`src/rtl/seg7_scan_decoder_if.sv`:
```
// seg7_scan_decoder_if: multiplexed 7-segment bus observed by the scan decoder,
// plus the recovered per-digit register file.
// SEG7_DP_EN adds the decimal-point line and its captured copy.
interface seg7_scan_decoder_if #(
   parameter int DIGITS = 4
);
   localparam int IDX_W = (DIGITS > 1) ? $clog2(DIGITS) : 1;

   logic [6:0]          seg_n;
   logic [DIGITS-1:0]   an_n;
   logic [4*DIGITS-1:0] hex_out;
   logic [DIGITS-1:0]   digit_valid;
   logic                update;
   logic [IDX_W-1:0]    upd_digit;
   logic                bad_pattern;
`ifdef SEG7_DP_EN
   logic                seg_dp_n;
   logic [DIGITS-1:0]   dp_out;

   modport master (
      output seg_n, an_n, seg_dp_n,
      input  hex_out, digit_valid, update, upd_digit, bad_pattern, dp_out
   );
   modport slave (
      input  seg_n, an_n, seg_dp_n,
      output hex_out, digit_valid, update, upd_digit, bad_pattern, dp_out
   );
`else
   modport master (
      output seg_n, an_n,
      input  hex_out, digit_valid, update, upd_digit, bad_pattern
   );
   modport slave (
      input  seg_n, an_n,
      output hex_out, digit_valid, update, upd_digit, bad_pattern
   );
`endif
endinterface

```
`src/rtl/seg7_scan_decoder.sv`:
```
// seg7_scan_decoder: watches an active-low multiplexed 7-segment bus and
// recovers the hex nibble shown on each digit once the pattern has been
// stable for STABLE_CYCLES matching samples.
// Optional feature macro: SEG7_DP_EN (decimal point capture into dp_out).
module seg7_scan_decoder #(
   parameter int DIGITS        = 4,
   parameter int STABLE_CYCLES = 3
) (
   input logic                clk,
   input logic                rst,
   seg7_scan_decoder_if.slave bus
);
   localparam int IDX_W = (DIGITS > 1) ? $clog2(DIGITS) : 1;
`ifdef SEG7_DP_EN
   localparam int SMP_W = 8 + DIGITS;
`else
   localparam int SMP_W = 7 + DIGITS;
`endif

   typedef enum logic [1:0] {IDLE, SETTLE, HOLD} state_t;

   state_t              state_q, state_d;
   logic [7:0]          cnt_q, cnt_d;
   logic [SMP_W-1:0]    smp_d, smp_q;
   logic                sel;
   logic [IDX_W-1:0]    idx;
   int unsigned         nz;
   logic                capture;
   logic [4:0]          dec;
   logic                blank;

   logic [4*DIGITS-1:0] hex_q;
   logic [DIGITS-1:0]   valid_q;
   logic                update_q;
   logic [IDX_W-1:0]    upd_digit_q;
   logic                bad_q;

   // {legal, nibble} for a raw active-low segment pattern
   function automatic logic [4:0] decode(input logic [6:0] s);
      case (s)
         7'b1000000: decode = 5'h10;
         7'b1111001: decode = 5'h11;
         7'b0100100: decode = 5'h12;
         7'b0110000: decode = 5'h13;
         7'b0011001: decode = 5'h14;
         7'b0010010: decode = 5'h15;
         7'b0000010: decode = 5'h16;
         7'b1011000: decode = 5'h17;
         7'b0000000: decode = 5'h18;
         7'b0010000: decode = 5'h19;
         7'b0001000: decode = 5'h1A;
         7'b0000011: decode = 5'h1B;
         7'b1000110: decode = 5'h1C;
         7'b0100001: decode = 5'h1D;
         7'b0000110: decode = 5'h1E;
         7'b0001110: decode = 5'h1F;
         default:    decode = 5'h00;
      endcase
   endfunction

`ifdef SEG7_DP_EN
   assign smp_d = {bus.seg_dp_n, bus.seg_n, bus.an_n};
`else
   assign smp_d = {bus.seg_n, bus.an_n};
`endif
   assign dec   = decode(bus.seg_n);
   assign blank = (bus.seg_n == 7'h7F);

   // Selectability of the incoming sample: exactly one enable low, and which
   always_comb begin
      nz  = 0;
      idx = '0;
      for (int unsigned k = 0; k < DIGITS; k++) begin
         if (!bus.an_n[k]) begin
            nz  = nz + 1;
            idx = IDX_W'(k);
         end
      end
      sel = (nz == 1);
   end

   // Input sample register, FSM state and stability counter
   always_ff @(posedge clk or posedge rst) begin
      if (rst) begin
         smp_q   <= '1;
         state_q <= IDLE;
         cnt_q   <= '0;
      end else begin
         smp_q   <= smp_d;
         state_q <= state_d;
         cnt_q   <= cnt_d;
      end
   end

   // Next state: incoming sample is compared against the registered one, so
   // the edge that loads a new value is e1 and capture lands on e(N+1)
   always_comb begin
      state_d = state_q;
      cnt_d   = cnt_q;
      capture = 1'b0;
      if (!sel) begin
         state_d = IDLE;
         cnt_d   = '0;
      end else if (smp_d != smp_q) begin
         state_d = SETTLE;
         cnt_d   = '0;
      end else begin
         case (state_q)
            SETTLE: begin
               if (cnt_q != '1) cnt_d = cnt_q + 8'd1;
               if (cnt_d >= 8'(STABLE_CYCLES)) begin
                  state_d = HOLD;
                  capture = 1'b1;
               end
            end
            HOLD: ;
            default: begin
               state_d = SETTLE;
               cnt_d   = '0;
            end
         endcase
      end
   end

   // Per-digit register file and capture pulses
   always_ff @(posedge clk or posedge rst) begin
      if (rst) begin
         hex_q       <= '0;
         valid_q     <= '0;
         update_q    <= 1'b0;
         upd_digit_q <= '0;
         bad_q       <= 1'b0;
      end else begin
         update_q <= capture;
         bad_q    <= 1'b0;
         if (capture) begin
            upd_digit_q <= idx;
            if (dec[4]) begin
               hex_q[{idx, 2'b00} +: 4] <= dec[3:0];
               valid_q[idx]             <= 1'b1;
            end else if (blank) begin
               valid_q[idx] <= 1'b0;
            end else begin
               bad_q <= 1'b1;
            end
         end
      end
   end

`ifdef SEG7_DP_EN
   logic [DIGITS-1:0] dp_q;

   // Decimal point follows every capture regardless of pattern legality
   always_ff @(posedge clk or posedge rst) begin
      if (rst)          dp_q      <= '0;
      else if (capture) dp_q[idx] <= ~bus.seg_dp_n;
   end

   assign bus.dp_out = dp_q;
`endif

   assign bus.hex_out     = hex_q;
   assign bus.digit_valid = valid_q;
   assign bus.update      = update_q;
   assign bus.upd_digit   = upd_digit_q;
   assign bus.bad_pattern = bad_q;

endmodule

```
`src/flat_wrapper.sv`:
```
// flat-port wrapper written by rule: the top's interface ports become plain ports
module seg7_scan_decoder_flat 
#(
   parameter int DIGITS        = 4,
   parameter int STABLE_CYCLES = 3
)
  (clk, rst, bus_seg_n, bus_an_n, bus_hex_out, bus_digit_valid, bus_update, bus_upd_digit, bus_bad_pattern);
  seg7_scan_decoder_if #(.DIGITS(DIGITS)) bus_i ();
  input logic clk;
  input logic rst;
  input wire logic [$bits(bus_i.seg_n)-1:0] bus_seg_n;
  input wire logic [$bits(bus_i.an_n)-1:0] bus_an_n;
  output wire logic [$bits(bus_i.hex_out)-1:0] bus_hex_out;
  output wire logic [$bits(bus_i.digit_valid)-1:0] bus_digit_valid;
  output wire logic [$bits(bus_i.update)-1:0] bus_update;
  output wire logic [$bits(bus_i.upd_digit)-1:0] bus_upd_digit;
  output wire logic [$bits(bus_i.bad_pattern)-1:0] bus_bad_pattern;
  assign bus_i.seg_n = bus_seg_n;
  assign bus_i.an_n = bus_an_n;
  assign bus_hex_out = bus_i.hex_out;
  assign bus_digit_valid = bus_i.digit_valid;
  assign bus_update = bus_i.update;
  assign bus_upd_digit = bus_i.upd_digit;
  assign bus_bad_pattern = bus_i.bad_pattern;
  seg7_scan_decoder #(.DIGITS(DIGITS), .STABLE_CYCLES(STABLE_CYCLES)) u_core (.clk(clk), .rst(rst), .bus(bus_i));
endmodule
```
`config.mk`:
```
export PLATFORM = sky130hd
export DESIGN_NAME = seg7_scan_decoder_flat
export DESIGN_NICKNAME = d
export VERILOG_FILES = /design/src/rtl/seg7_scan_decoder_if.sv /design/src/rtl/seg7_scan_decoder.sv /design/src/flat_wrapper.sv
export SDC_FILE = /design/constraint.sdc
export NUM_CORES = 1
export LEC_CHECK = 0
export ABC_AREA = 1
export CAP_MARGIN = 15
export CORE_MARGIN = 2
export CORE_UTILIZATION = 55
export DETAILED_ROUTE_END_ITERATION = 7
export GPL_TIMING_DRIVEN = 0
export HOLD_SLACK_MARGIN = 0.12
export MAX_ROUTING_LAYER = met4
export PLACE_DENSITY_LB_ADDON = 0.05
export RECOVER_POWER = 25
export SLEW_MARGIN = 5
export SYNTH_ARGS = -nofsm -noshare
export SYNTH_HDL_FRONTEND = slang
export SYNTH_SLANG_ARGS = --single-unit
```
`constraint.sdc`:
```
create_clock -name clk -period 3.14 [get_ports clk]
set_input_delay 0.628 -clock clk [delete_from_list [all_inputs] [get_ports clk]]
set_output_delay 0.628 -clock clk [all_outputs]
set_load 0.02 [all_outputs]
```
==> qor.json, run 1 <==
{
  "run_status": {"value": "finished clean"},
  "cpLargestDelayFamily": {"value": "simple AND/OR/NAND/NOR gates"},
  "total_power": {"value": 1210, "unit": "µW"},
  "grtUsageMet3": {"value": 3.88, "unit": "%"},
  "hpwlAfterDp": {"value": 5100, "unit": "µm"},
  "grt_first_pass_wirelength": {"value": 12100, "unit": "µm"},
  "worst-r2r-setup-slack": {"value": 1.03, "unit": "ns"},
  "post-route-worst-setup-slack": {"value": 0.212, "unit": "ns"},
  "critical_path_arrival": {"value": 3.17, "unit": "ns"},
  "timing.max_cap.violations": {"value": 0},
  "synth_cell_type_count": {"value": 30},
  "hold_violations": {"value": 0},
  "static-leakage-power": {"value": 0.00189, "unit": "µW"},
  "hold-path-cell-count": {"value": 2},
  "area_growth": {"value": 21.4, "unit": "%"},
  "setup.worst_path.class": {"value": "in2reg"},
  "yosysSeqAreaShare": {"value": 39.1, "unit": "%"},
  "port-buffer-count": {"value": 36},
  "r2r.worst_path.cells": {"value": 11},
  "worst_slew_pin_slew": {"value": 0.943, "unit": "ns"},
  "max_freq": {"value": 342, "unit": "MHz"},
  "crit_path_end_kind": {"value": "register"},
  "synthesis.instances": {"value": 412},
  "finClkSkew": {"value": 0.00934, "unit": "ns"},
  "syn_avg_cell_area": {"value": 7.07, "unit": "µm²"},
  "critPathMaxFanout": {"value": 10},
  "cp_data_required_time": {"value": 3.38, "unit": "ns"},
  "cts_clock_pin_slew_for_the_worst_setup_and_hold_paths": {"value": 0.09, "unit": "ns"},
  "max_slew_headroom": {"value": 37.1, "unit": "%"},
  "placeableCoreArea": {"value": 5110, "unit": "µm²"},
  "num_rows": {"value": 26},
  "setup_repair_after_global_routing_missed_its_margin": {"value": "no"},
  "r2r_end": {"value": "u_core.bus.hex_out[3]$_DFFE_PP0P_"},
  "fp.dieArea": {"value": 5890, "unit": "µm²"},
  "ant_nets": {"value": 0},
  "cts_tree": {"value": "built"},
  "cp_slowest_stage_delay": {"value": 0.35, "unit": "ns"},
  "route.final.wire_length": {"value": 6980, "unit": "µm"},
  "via_per_inst": {"value": 5.22},
  "holdCritPathClass": {"value": "reg2reg"},
  "setup_viol": {"value": 0},
  "gr-usage-met1": {"value": 33.9, "unit": "%"},
  "floorplan.die.width": {"value": 76.8, "unit": "µm"},
  "slew_violations": {"value": 0},
  "tritoncts.num_buffers": {"value": 5},
  "crit_path_frequent_cell": {"value": "nand2_1"},
  "floorplan.initialDensity": {"value": 57.0, "unit": "%"},
  "antenna_violations_before_repair": {"value": 0},
  "synth.ff_latch_count": {"value": 45},
  "worstReg2RegStart": {"value": "u_core.cnt_q[1]$_DFFE_PP0P_"},
  "global_route.usage.met2": {"value": 43.7, "unit": "%"},
  "fill_cells": {"value": 457},
  "ctsRootBufferMaster": {"value": "clkbuf_8"},
  "drc": {"value": 0},
  "final.period_utilization": {"value": 93.2, "unit": "%"},
  "finalSetupTns": {"value": 0, "unit": "ns"},
  "timing.critical_path.cells": {"value": "clkdlybuf4s15_1, inv_1, ha_1, inv_1, nand2_1, nand2_1, inv_2, ha_1, or2_1, nand2_1, nand3_1, nor2_4, nand3_4, nor2_8, buf_6, nand4_1, nand2_1"},
  "finalNetCount": {"value": 478},
  "number_of_flops_mapped_to_enable_cells_by_yosys": {"value": 0},
  "num_io_pins": {"value": 37},
  "top_usage_layer": {"value": "met2"},
  "number_of_iterations_in_the_first_detailed_routing_pass": {"value": 4},
  "crit_path_start_kind": {"value": "input pin"},
  "place_congestion": {"value": 0.910},
  "grt_use_total": {"value": 26.2, "unit": "%"},
  "prevailing_post_synth_register_cell": {"value": "dfrtp_1"},
  "grt_overflow_total": {"value": 0},
  "worst_skew_late_latency": {"value": 0.31, "unit": "ns"},
  "ctsLongestPathBuffers": {"value": 2},
  "holdBufCountCts": {"value": 0},
  "numClockSinks": {"value": 45},
  "postSynthNetCount": {"value": 429},
  "synthArstFlopShare": {"value": 100, "unit": "%"},
  "detailedRoute.firstIterationViolations": {"value": 153},
  "route.vias.total": {"value": 2776},
  "synthesis.area": {"value": 2910, "unit": "µm²"},
  "grt_max_degree": {"value": 39},
  "yosys_warnings": {"value": 0},
  "worst-path-buf-inv": {"value": 5},
  "detailedPlace.worstSlack": {"value": -0.545, "unit": "ns"},
  "power-per-cell-area": {"value": 342, "unit": "nW/µm²"},
  "antenna_cells": {"value": 0},
  "drive_above_1_share": {"value": 13.2, "unit": "%"},
  "layout_min_cycle_time": {"value": 2.93, "unit": "ns"},
  "die_height": {"value": 76.8, "unit": "µm"},
  "h-tree-depth": {"value": 2},
  "wl_per_cell": {"value": 13.1, "unit": "µm"},
  "ir_drop": {"value": 0.234, "unit": "mV"},
  "slowest_stage": {"value": "ha_1"},
  "first_global_vias": {"value": 2683}
}
==> per-layer routing <==
metal	part of all wire, %	wire [µm]
met5	0	0
met4	0.93	65
met3	3.3	232
met2	49	3450
met1	46	3230
==> sequential cells by signal, indices dropped and copies added (netlist names), named ones only <==
name,cells
u_core.bus.upd_digit,2
u_core.bus.update,1
u_core.bus.bad_pattern,1
u_core.bus.hex_out,16
u_core.cnt_q,8
u_core.smp_q,11
u_core.state_q,2
==> timing repair <==
action                                 4_1_cts  5_1_grt
resized for setup                            2        5
buffers inserted                             3        2
endpoints found under the hold margin        0        0
setup endpoints to repair                   34       22
pin swaps                                    2        3
==> synthesized netlist by cell type (2+ instances only) <==
cell type  instances  area, µm²
inv_2              5       18.8
nand3_4            2       35.0
nor2_1            47        176
buf_6              3       33.8
a21oi_1            6       30.0
xnor2_1            6       52.6
nand3_1           26        130
nor2_2             5       31.3
inv_1             47        176
nand4_2            4       50.1
ha_1               4       50.1
or2_2              2       12.5
nand2_2            5       31.3
o21ai_0            9       45.0
o22ai_1            6       37.5
dfrtp_1           34        851
nor2_4             3       33.8
dfstp_2           11        289
nand4_1           24        150
xor2_1             2       17.5
o21bai_1           2       15.0
nand2_1          149        559
buf_4              2       15.0
buf_2              2       10.0
==> tightest hold or removal path: cells and delay by family (launching register included) <==
kind             cells  cell delay (ns)
flip-flops           1             0.35
AND/OR/NAND/NOR      2             0.10
==> cells by family (layout without fill, tap and decap cells) <==
| logic type | Yosys count | after routing | synth area share [%] |
|---|---|---|---|
| and+or+nand+nor | 272 | 272 | 43.4 |
| adders and majority gates | 4 | 4 | 1.72 |
| buffers and inverters | 59 | 109 | 8.72 |
| xor gates and xnor gates | 8 | 8 | 2.41 |
| DFF | 45 | 45 | 39.1 |
| AOI/OAI and AO/OA | 24 | 24 | 4.55 |
==> power breakdown <==
| group | total [µW] | leakage [µW] | internal (µW) | switching [µW] |
|---|---|---|---|---|
| Sequential | 599 | 0.000590 | 594 | 5.35 |
| Clock | 453 | 0.0000554 | 239 | 213 |
| Combinational | 155 | 0.00124 | 51.9 | 103 |
==> placed cells by master, fill, tap and decap left out, drive strengths merged <==
master,count
o21ai,10
nand4,28
clkdlybuf4s50,27
dfstp,11
clkinv,1
clkdlybuf4s15,1
nand3,29
xnor2,6
or2,3
xor2,2
dlygate4sd3,7
clkdlybuf4s25,1
buf,12
ha,4
nand3b,1
o21bai,2
inv,52
dfrtp,34
o22ai,6
nor2,56
bufinv,1
clkbuf,7
a21oi,6
nand2,155
==> stage by stage <==
step                cells  area [µm²]  hold WS (ns)  utilization [%]
floorplan             412        2910         0.544                -
global placement      518        3360         0.460             65.8
detailed placement    519        3380         0.463             66.2
CTS                   530        3510         0.484             68.8
global route          532        3530         0.514             69.2
finish                532        3530         0.482             69.2
==> area by class of cell <==
| class | instances | area (µm²) | share of cell area [%] |
|---|---|---|---|
| repair buffers | 42 | 403 | 11.4 |
| plain buffers | 7 | 62.6 | 1.77 |
| inverters | 52 | 195 | 5.52 |
| flip-flops and latches | 45 | 1140 | 32.3 |
| well taps | 70 | 87.6 | 2.48 |
| clock inverters | 2 | 38.8 | 1.10 |
| multi-input cells | 308 | 1530 | 43.4 |
| clock buffers | 6 | 72.6 | 2.05 |
==> how the worst max path moves through the flow <==
| stage | to | startpoint | slack, ns | depth (start not counted) |
|---|---|---|---|---|
| CTS | u_core.bus.hex_out[0]$_DFFE_PP0P_ | bus_an_n[0] | 0.01 | 17 |
| floorplan | u_core.bus.hex_out[0]$_DFFE_PP0P_ | bus_an_n[1] | 0.50 | 16 |
| finish | u_core.bus.hex_out[0]$_DFFE_PP0P_ | bus_an_n[1] | 0.21 | 17 |
| detailed placement | u_core.bus.hex_out[0]$_DFFE_PP0P_ | bus_an_n[1] | -0.55 | 17 |
| global route | u_core.bus.hex_out[9]$_DFFE_PP0P_ | bus_an_n[1] | 0.0004 | 17 |
| global placement | u_core.state_q[0]$_DFFE_PP0P_ | bus_an_n[1] | -0.49 | 15 |
(Power assumes the default switching activity.)
==> inputs of run 2 (changes only) <==
MAX_ROUTING_LAYER = default   (was met4)
==> qor.json, run 2 (same netlist as run 1, synthesis figures left out) <==
{
  "net-switching-power": {"value": 326, "unit": "µW", "change": "+1.3%"},
  "grt_use_total": {"value": 25.5, "unit": "%", "change": "-0.72 points"},
  "die_height": {"value": 76.8, "unit": "µm", "change": "unchanged"},
  "post-route-worst-setup-slack": {"value": 0.267, "unit": "ns", "change": "+0.0547 ns"},
  "hpwlAfterDp": {"value": 5140, "unit": "µm", "change": "+0.69%"},
  "grt_overflow_total": {"value": 0, "change": "unchanged"},
  "power-per-cell-area": {"value": 324, "unit": "nW/µm²", "change": "-5.2%"},
  "postPlaceCellArea": {"value": 3380, "unit": "µm²", "change": "unchanged"},
  "ctsLongestPathBuffers": {"value": 2, "change": "unchanged"},
  "grt_max_degree": {"value": 39, "change": "unchanged"},
  "ctsRootBufferMaster": {"value": "clkbuf_8"},
  "floorplan.die.width": {"value": 76.8, "unit": "µm", "change": "unchanged"},
  "worst_slew_pin_slew": {"value": 0.927, "unit": "ns", "change": "-0.0158 ns"},
  "setup.worst_path.class": {"value": "in2reg"},
  "drc": {"value": 0, "change": "unchanged"},
  "max_slew_headroom": {"value": 38.2, "unit": "%", "change": "+1.1 points"},
  "route.final.wire_length": {"value": 6900, "unit": "µm", "change": "-1.1%"},
  "final.period_utilization": {"value": 91.5, "unit": "%", "change": "-1.7 points"},
  "route.vias.total": {"value": 2750, "change": "-0.94%"},
  "setup_viol": {"value": 0, "change": "unchanged"},
  "largest_register_ff_count": {"value": 16, "change": "unchanged"},
  "timing.max_cap.violations": {"value": 0, "change": "unchanged"},
  "finalNetCount": {"value": 477, "change": "-0.21%"},
  "layout.cells.most_common_list": {"value": "nand2_1 (149), inv_1 (47), nor2_1 (47)"},
  "top_usage_layer": {"value": "met2"},
  "place_congestion": {"value": 0.903, "change": "-0.84%"},
  "ant_nets": {"value": 0, "change": "unchanged"},
  "port-buffer-count": {"value": 36, "change": "unchanged"},
  "critPathMaxFanout": {"value": 10, "change": "unchanged"},
  "finalSetupTns": {"value": 0, "unit": "ns", "change": "unchanged"},
  "max_freq": {"value": 348, "unit": "MHz", "change": "+1.9%"},
  "drive_above_1_share": {"value": 13.2, "unit": "%", "change": "+0.029 points"},
  "global_route.usage.met2": {"value": 43.4, "unit": "%", "change": "-0.26 points"},
  "antenna_cells": {"value": 0, "change": "unchanged"},
  "numClockSinks": {"value": 45, "change": "unchanged"},
  "grtUsageMet3": {"value": 3.06, "unit": "%", "change": "-0.82 points"},
  "static-leakage-power": {"value": 0.00186, "unit": "µW", "change": "-1.2%"},
  "detailedRoute.firstIterationViolations": {"value": 169, "change": "+10%"},
  "crit_path_start_kind": {"value": "input pin"},
  "run_status": {"value": "finished clean"},
  "setup_repair_after_global_routing_missed_its_margin": {"value": "no"},
  "cell_area_after_layout": {"value": 3490, "unit": "µm²", "change": "-1.3%"},
  "first_global_vias": {"value": 2690, "change": "+0.26%"},
  "crit_path_end_kind": {"value": "register"},
  "layout_min_cycle_time": {"value": 2.87, "unit": "ns", "change": "-0.0547 ns"},
  "placeableCoreArea": {"value": 5110, "unit": "µm²", "change": "unchanged"},
  "critical_path_arrival": {"value": 3.12, "unit": "ns", "change": "-0.05 ns"},
  "finalHoldWorstSlack": {"value": 0.480, "unit": "ns", "change": "-0.00222 ns"},
  "slew_violations": {"value": 0, "change": "unchanged"},
  "pwr-share-comb": {"value": 13.6, "unit": "%", "change": "+0.7 points"},
  "cp_data_required_time": {"value": 3.39, "unit": "ns", "change": "about the same"},
  "final_common_cell": {"value": "nand2_1"},
  "holdCritPathClass": {"value": "reg2reg"},
  "cts_tree": {"value": "built"},
  "number_of_iterations_in_the_first_detailed_routing_pass": {"value": 4, "change": "unchanged"},
  "p_sw_share": {"value": 28.9, "unit": "%", "change": "+2.2 points"},
  "wl_per_cell": {"value": 13.0, "unit": "µm", "change": "-0.96%"},
  "ir_drop": {"value": 0.179, "unit": "mV", "change": "-23%"},
  "num_io_pins": {"value": 37, "change": "unchanged"},
  "detailedPlace.worstSlack": {"value": -0.562, "unit": "ns", "change": "-0.0167 ns"},
  "h-tree-depth": {"value": 2, "change": "unchanged"},
  "num_rows": {"value": 26, "change": "unchanged"},
  "share_clk_of_total_power": {"value": 33.3, "unit": "%", "change": "-4.2 points"},
  "antenna_violations_before_repair": {"value": 0, "change": "unchanged"},
  "gr-usage-met1": {"value": 34.5, "unit": "%", "change": "+0.53 points"},
  "tritoncts.num_buffers": {"value": 5, "change": "unchanged"},
  "p_int": {"value": 803, "unit": "µW", "change": "-9.3%"},
  "fp.dieArea": {"value": 5890, "unit": "µm²", "change": "unchanged"},
  "power_frac_seq": {"value": 53.1, "unit": "%", "change": "+3.5 points"},
  "floorplan.initialDensity": {"value": 57.0, "unit": "%", "change": "unchanged"},
  "grt_first_pass_wirelength": {"value": 12300, "unit": "µm", "change": "+1.3%"},
  "worst_skew_late_latency": {"value": 0.30, "unit": "ns", "change": "about the same"},
  "cts_clock_pin_slew_for_the_worst_setup_and_hold_paths": {"value": 0.09, "unit": "ns", "change": "about the same"},
  "area_growth": {"value": 19.8, "unit": "%"},
  "via_per_inst": {"value": 5.18, "change": "-0.75%"},
  "hold_violations": {"value": 0, "change": "unchanged"},
  "finClkSkew": {"value": 0.00987, "unit": "ns", "change": "+0.000534 ns"}
}
[run 2: path summary, 6_finish.rpt]
kind                                                   from  slack (ns)  depth (start not counted)                                   to
min in group asynchronous                               rst        0.69                          2          u_core.cnt_q[2]$_DFFE_PP0P_
worst max register to register  u_core.cnt_q[1]$_DFFE_PP0P_        0.98                         13    u_core.bus.hex_out[7]$_DFFE_PP0P_
worst min-delay path                               register        0.48                          2                             register
worst min register to register                     register        0.48                          2                             register
worst max-delay path                            bus_an_n[0]        0.27                         17    u_core.bus.hex_out[7]$_DFFE_PP0P_
max in group asynchronous                               rst        1.26                          3  u_core.bus.upd_digit[0]$_DFFE_PP0P_
[run 2: repair_timing]
action / in CTS / in global routing
hold buffers: 0 / 0
cloned: 1 / 0
resized for setup: 3 / 2
setup endpoints to repair: 34 / 15
setup buffers: 3 / 0
pin swaps: 3 / 0
[run 2: area by class of cell]
cell class,count,area [µm²]
repair buffers,40,382
inverters,52,195
clock inverters,3,21.3
fillers,483,1620
plain buffers,7,58.8
well taps,70,87.6
clock buffers,5,68.8
multi-input cells,309,1530
flip-flops and latches,45,1140
[run 2: per-layer routing]
metal / up-vias / part of all wire, %
met5: - / 0
met4: 0 / 1.2
met3: 9 / 4.9
met2: 61 / 48
met1: 1269 / 46
li1: 1411 / -
[run 2: critical path: stages]
cell,delay (ns)
dlygate4sd2_1,0.28
inv_1,0.10
ha_1,0.35
inv_1,0.07
nand2_1,0.04
nand2_1,0.09
inv_2,0.05
ha_1,0.27
or2_1,0.20
nand2_1,0.09
nand3_1,0.11
nor2_4,0.15
nand3_4,0.18
nor2_8,0.17
buf_6,0.15
nand4_1,0.09
nand2_1,0.09
[run 2: through the flow]
| step | power (µW) | util, % | cells |
|---|---|---|---|
| after global routing | 1180 | 68.3 | 531 |
| final | 1130 | 68.3 | 531 |
| after detailed placement | 768 | 66.2 | 519 |
| after floorplan | 714 | - | 412 |
| after global placement | 759 | 65.8 | 518 |
| after CTS | 1140 | 68.6 | 531 |
[run 2: power groups by stage]
| stage | clock network [µW] | logic (µW) | registers, µW |
|---|---|---|---|
| 2_1_floorplan | 0 | 105 | 609 |
| 3_3_place_gp | 0 | 150 | 609 |
| 3_5_place_dp | 0 | 158 | 610 |
| 4_1_cts | 382 | 159 | 599 |
| 5_1_grt | 401 | 176 | 600 |
| 6_report | 376 | 154 | 599 |
==> inputs of run 3 (changes only) <==
ABC_CLOCK_PERIOD_IN_PS = 3140   (was default)
CTS_BUF_LIST = sky130_fd_sc_hd__clkbuf_16   (was default)
==> qor.json, run 3 (same netlist as run 1, synthesis figures left out) <==
{
  "fill_cells": {"value": 464, "change": "-3.9%"},
  "slew_violations": {"value": 0, "change": "unchanged"},
  "finalNetCount": {"value": 479, "change": "+0.42%"},
  "finish.cell_count_without_fillers": {"value": 533, "change": "+0.38%"},
  "tritoncts.num_buffers": {"value": 5, "change": "unchanged"},
  "layout.cells.most_common_list": {"value": "nand2_1 (149), inv_1 (47), nor2_1 (46)"},
  "max_slew_headroom": {"value": 38.0, "unit": "%", "change": "-0.14 points"},
  "ant_nets": {"value": 0, "change": "unchanged"},
  "timing.max_cap.violations": {"value": 0, "change": "unchanged"},
  "final.period_utilization": {"value": 93.2, "unit": "%", "change": "+1.7 points"},
  "power-per-cell-area": {"value": 360, "unit": "nW/µm²", "change": "+11%"},
  "wl_per_cell": {"value": 13.3, "unit": "µm", "change": "+2.4%"},
  "critical_path.startpoint": {"value": "bus_an_n[1]"},
  "setup_repair_after_global_routing_missed_its_margin": {"value": "no"},
  "finalHoldWorstSlack": {"value": 0.474, "unit": "ns", "change": "-0.00583 ns"},
  "p_sw_share": {"value": 26.8, "unit": "%", "change": "-2.1 points"},
  "hpwlAfterDp": {"value": 5140, "unit": "µm", "change": "unchanged"},
  "ir_drop": {"value": 0.279, "unit": "mV", "change": "+56%"},
  "grt_overflow_total": {"value": 0, "change": "unchanged"},
  "grt_max_degree": {"value": 39, "change": "unchanged"},
  "worstReg2RegStart": {"value": "u_core.cnt_q[0]$_DFFE_PP0P_"},
  "antenna_cells": {"value": 0, "change": "unchanged"},
  "route.vias.total": {"value": 2808, "change": "+2.1%"},
  "crit_path_start_kind": {"value": "input pin"},
  "run_status": {"value": "finished clean"},
  "final_common_cell": {"value": "nand2_1"},
  "first_global_vias": {"value": 2714, "change": "+0.89%"},
  "h-tree-depth": {"value": 2, "change": "unchanged"},
  "r2r.worst_path.cells": {"value": 12, "change": "-1"},
  "num_rows": {"value": 26, "change": "unchanged"},
  "area_growth": {"value": 22.7, "unit": "%"},
  "ctsLongestPathBuffers": {"value": 2, "change": "unchanged"},
  "setup_viol": {"value": 0, "change": "unchanged"},
  "worst_slew_pin_slew": {"value": 0.929, "unit": "ns", "change": "+0.00213 ns"},
  "crit_path_end_kind": {"value": "register"},
  "cts_tree": {"value": "built"},
  "p_int": {"value": 941, "unit": "µW", "change": "+17%"},
  "hold-path-cell-count": {"value": 2, "change": "unchanged"},
  "grt_first_pass_wirelength": {"value": 12500, "unit": "µm", "change": "+1.8%"},
  "static-leakage-power": {"value": 0.00190, "unit": "µW", "change": "+1.9%"},
  "max_freq": {"value": 342, "unit": "MHz", "change": "-1.8%"},
  "route.final.wire_length": {"value": 7090, "unit": "µm", "change": "+2.8%"},
  "setup.worst_path.class": {"value": "in2reg"},
  "pwr-share-comb": {"value": 12.1, "unit": "%", "change": "-1.5 points"},
  "critPathMaxFanout": {"value": 10, "change": "unchanged"},
  "placeableCoreArea": {"value": 5110, "unit": "µm²", "change": "unchanged"},
  "cp_data_required_time": {"value": 3.37, "unit": "ns", "change": "-0.02 ns"},
  "net-switching-power": {"value": 345, "unit": "µW", "change": "+5.6%"},
  "port-buffer-count": {"value": 36, "change": "unchanged"},
  "finClkSkew": {"value": 0.00419, "unit": "ns", "change": "-0.00568 ns"},
  "holdCritPathClass": {"value": "reg2reg"},
  "detailedRoute.firstIterationViolations": {"value": 171, "change": "+1.2%"},
  "num_io_pins": {"value": 37, "change": "unchanged"},
  "worst_skew_late_latency": {"value": 0.29, "unit": "ns", "change": "about the same"},
  "floorplan.die.width": {"value": 76.8, "unit": "µm", "change": "unchanged"},
  "layout_min_cycle_time": {"value": 2.93, "unit": "ns", "change": "+0.0541 ns"},
  "critical_path_arrival": {"value": 3.15, "unit": "ns", "change": "+0.03 ns"},
  "finalSetupTns": {"value": 0, "unit": "ns", "change": "unchanged"},
  "hold_violations": {"value": 0, "change": "unchanged"},
  "place_congestion": {"value": 0.903, "change": "unchanged"},
  "largest_register_ff_count": {"value": 16, "change": "unchanged"},
  "place.detailed.instances": {"value": 519, "change": "unchanged"},
  "die_height": {"value": 76.8, "unit": "µm", "change": "unchanged"},
  "share_clk_of_total_power": {"value": 41.3, "unit": "%", "change": "+8.0 points"},
  "number_of_iterations_in_the_first_detailed_routing_pass": {"value": 4, "change": "unchanged"},
  "floorplan.initialDensity": {"value": 57.0, "unit": "%", "change": "unchanged"},
  "via_per_inst": {"value": 5.27, "change": "+1.7%"},
  "ctsRootBufferMaster": {"value": "clkbuf_16"},
  "numClockSinks": {"value": 45, "change": "unchanged"},
  "fp.dieArea": {"value": 5890, "unit": "µm²", "change": "unchanged"},
  "antenna_violations_before_repair": {"value": 0, "change": "unchanged"},
  "cts_clock_pin_slew_for_the_worst_setup_and_hold_paths": {"value": 0.07, "unit": "ns", "change": "-0.02 ns"},
  "drc": {"value": 0, "change": "unchanged"},
  "drive_above_1_share": {"value": 13.6, "unit": "%", "change": "+0.37 points"},
  "power_frac_seq": {"value": 46.6, "unit": "%", "change": "-6.5 points"},
  "grt_use_total": {"value": 26.2, "unit": "%", "change": "+0.76 points"}
}
## run 3: final cells by class
| class | instances | area (µm²) | area share (%) |
|---|---|---|---|
| inverter | 52 | 195 | 5.46 |
| timing repair buffer | 42 | 397 | 11.1 |
| buffer | 7 | 62.6 | 1.75 |
| tap | 70 | 87.6 | 2.45 |
| clock inverter | 3 | 21.3 | 0.595 |
| clock buffer | 5 | 125 | 3.50 |
| multi-input combinational | 309 | 1550 | 43.2 |
| sequential | 45 | 1140 | 31.9 |
## run 3: layer usage
layer / wire length (µm) / part of all wire, % / vias to the layer above / global-route usage (%)
met1: 3210 / 45 / 1310 / 34.7
met3: 310 / 4.4 / 7 / 3.76
met5: 0 / 0 / - / 0
li1: - / - / 1420 / -
met4: 90 / 1.3 / 0 / 7.82
met2: 3480 / 49 / 71 / 44.7
## run 3: worst max-delay path, cell delays in order
cell,delay [ns]
clkdlybuf4s15_1,0.32
inv_1,0.18
ha_1,0.35
inv_1,0.07
nand2_1,0.04
nand2_1,0.09
inv_2,0.05
ha_1,0.27
or2_1,0.20
nand2_1,0.09
nand3_1,0.11
nor2_4,0.15
nand3_4,0.12
nor2_8,0.14
buf_6,0.15
nand4_1,0.09
nand2_1,0.09
## run 3: repair_timing
item                       in CTS  in global routing
hold endpoints to repair        0                  0
hold buffers                    0                  0
pin swaps                       3                  1
setup buffers                   5                  0
cloned                          1                  0
setup endpoints to repair      34                 25
resized for setup               2                  5
## run 3: final timing paths
path	endpoint	slack (ns)
min in group asynchronous	u_core.cnt_q[1]$_DFFE_PP0P_	0.72
max in group asynchronous	u_core.bus.hex_out[0]$_DFFE_PP0P_	1.24
max reg2reg	u_core.bus.hex_out[7]$_DFFE_PP0P_	0.99
max	u_core.bus.hex_out[7]$_DFFE_PP0P_	0.21
min reg2reg	register	0.47
min	register	0.47
## run 3: per-stage QoR
stage	setup slack, ns	util [%]	instance area, µm²	power, µW
2_1_floorplan	0.496	-	2910	714
3_3_place_gp	-0.481	65.8	3360	759
3_5_place_dp	-0.562	66.2	3380	768
4_1_cts	0.0161	70.1	3580	1300
5_1_grt	0.00666	70.0	3570	1340
6_report	0.213	70.0	3570	1290
## run 3: power groups by stage
stage	registers [µW]	clock network [µW]	logic, µW
floorplan	609	0	105
global route	600	560	177
global placement	609	0	150
detailed placement	610	0	158
CTS	599	543	160
finish	599	531	155
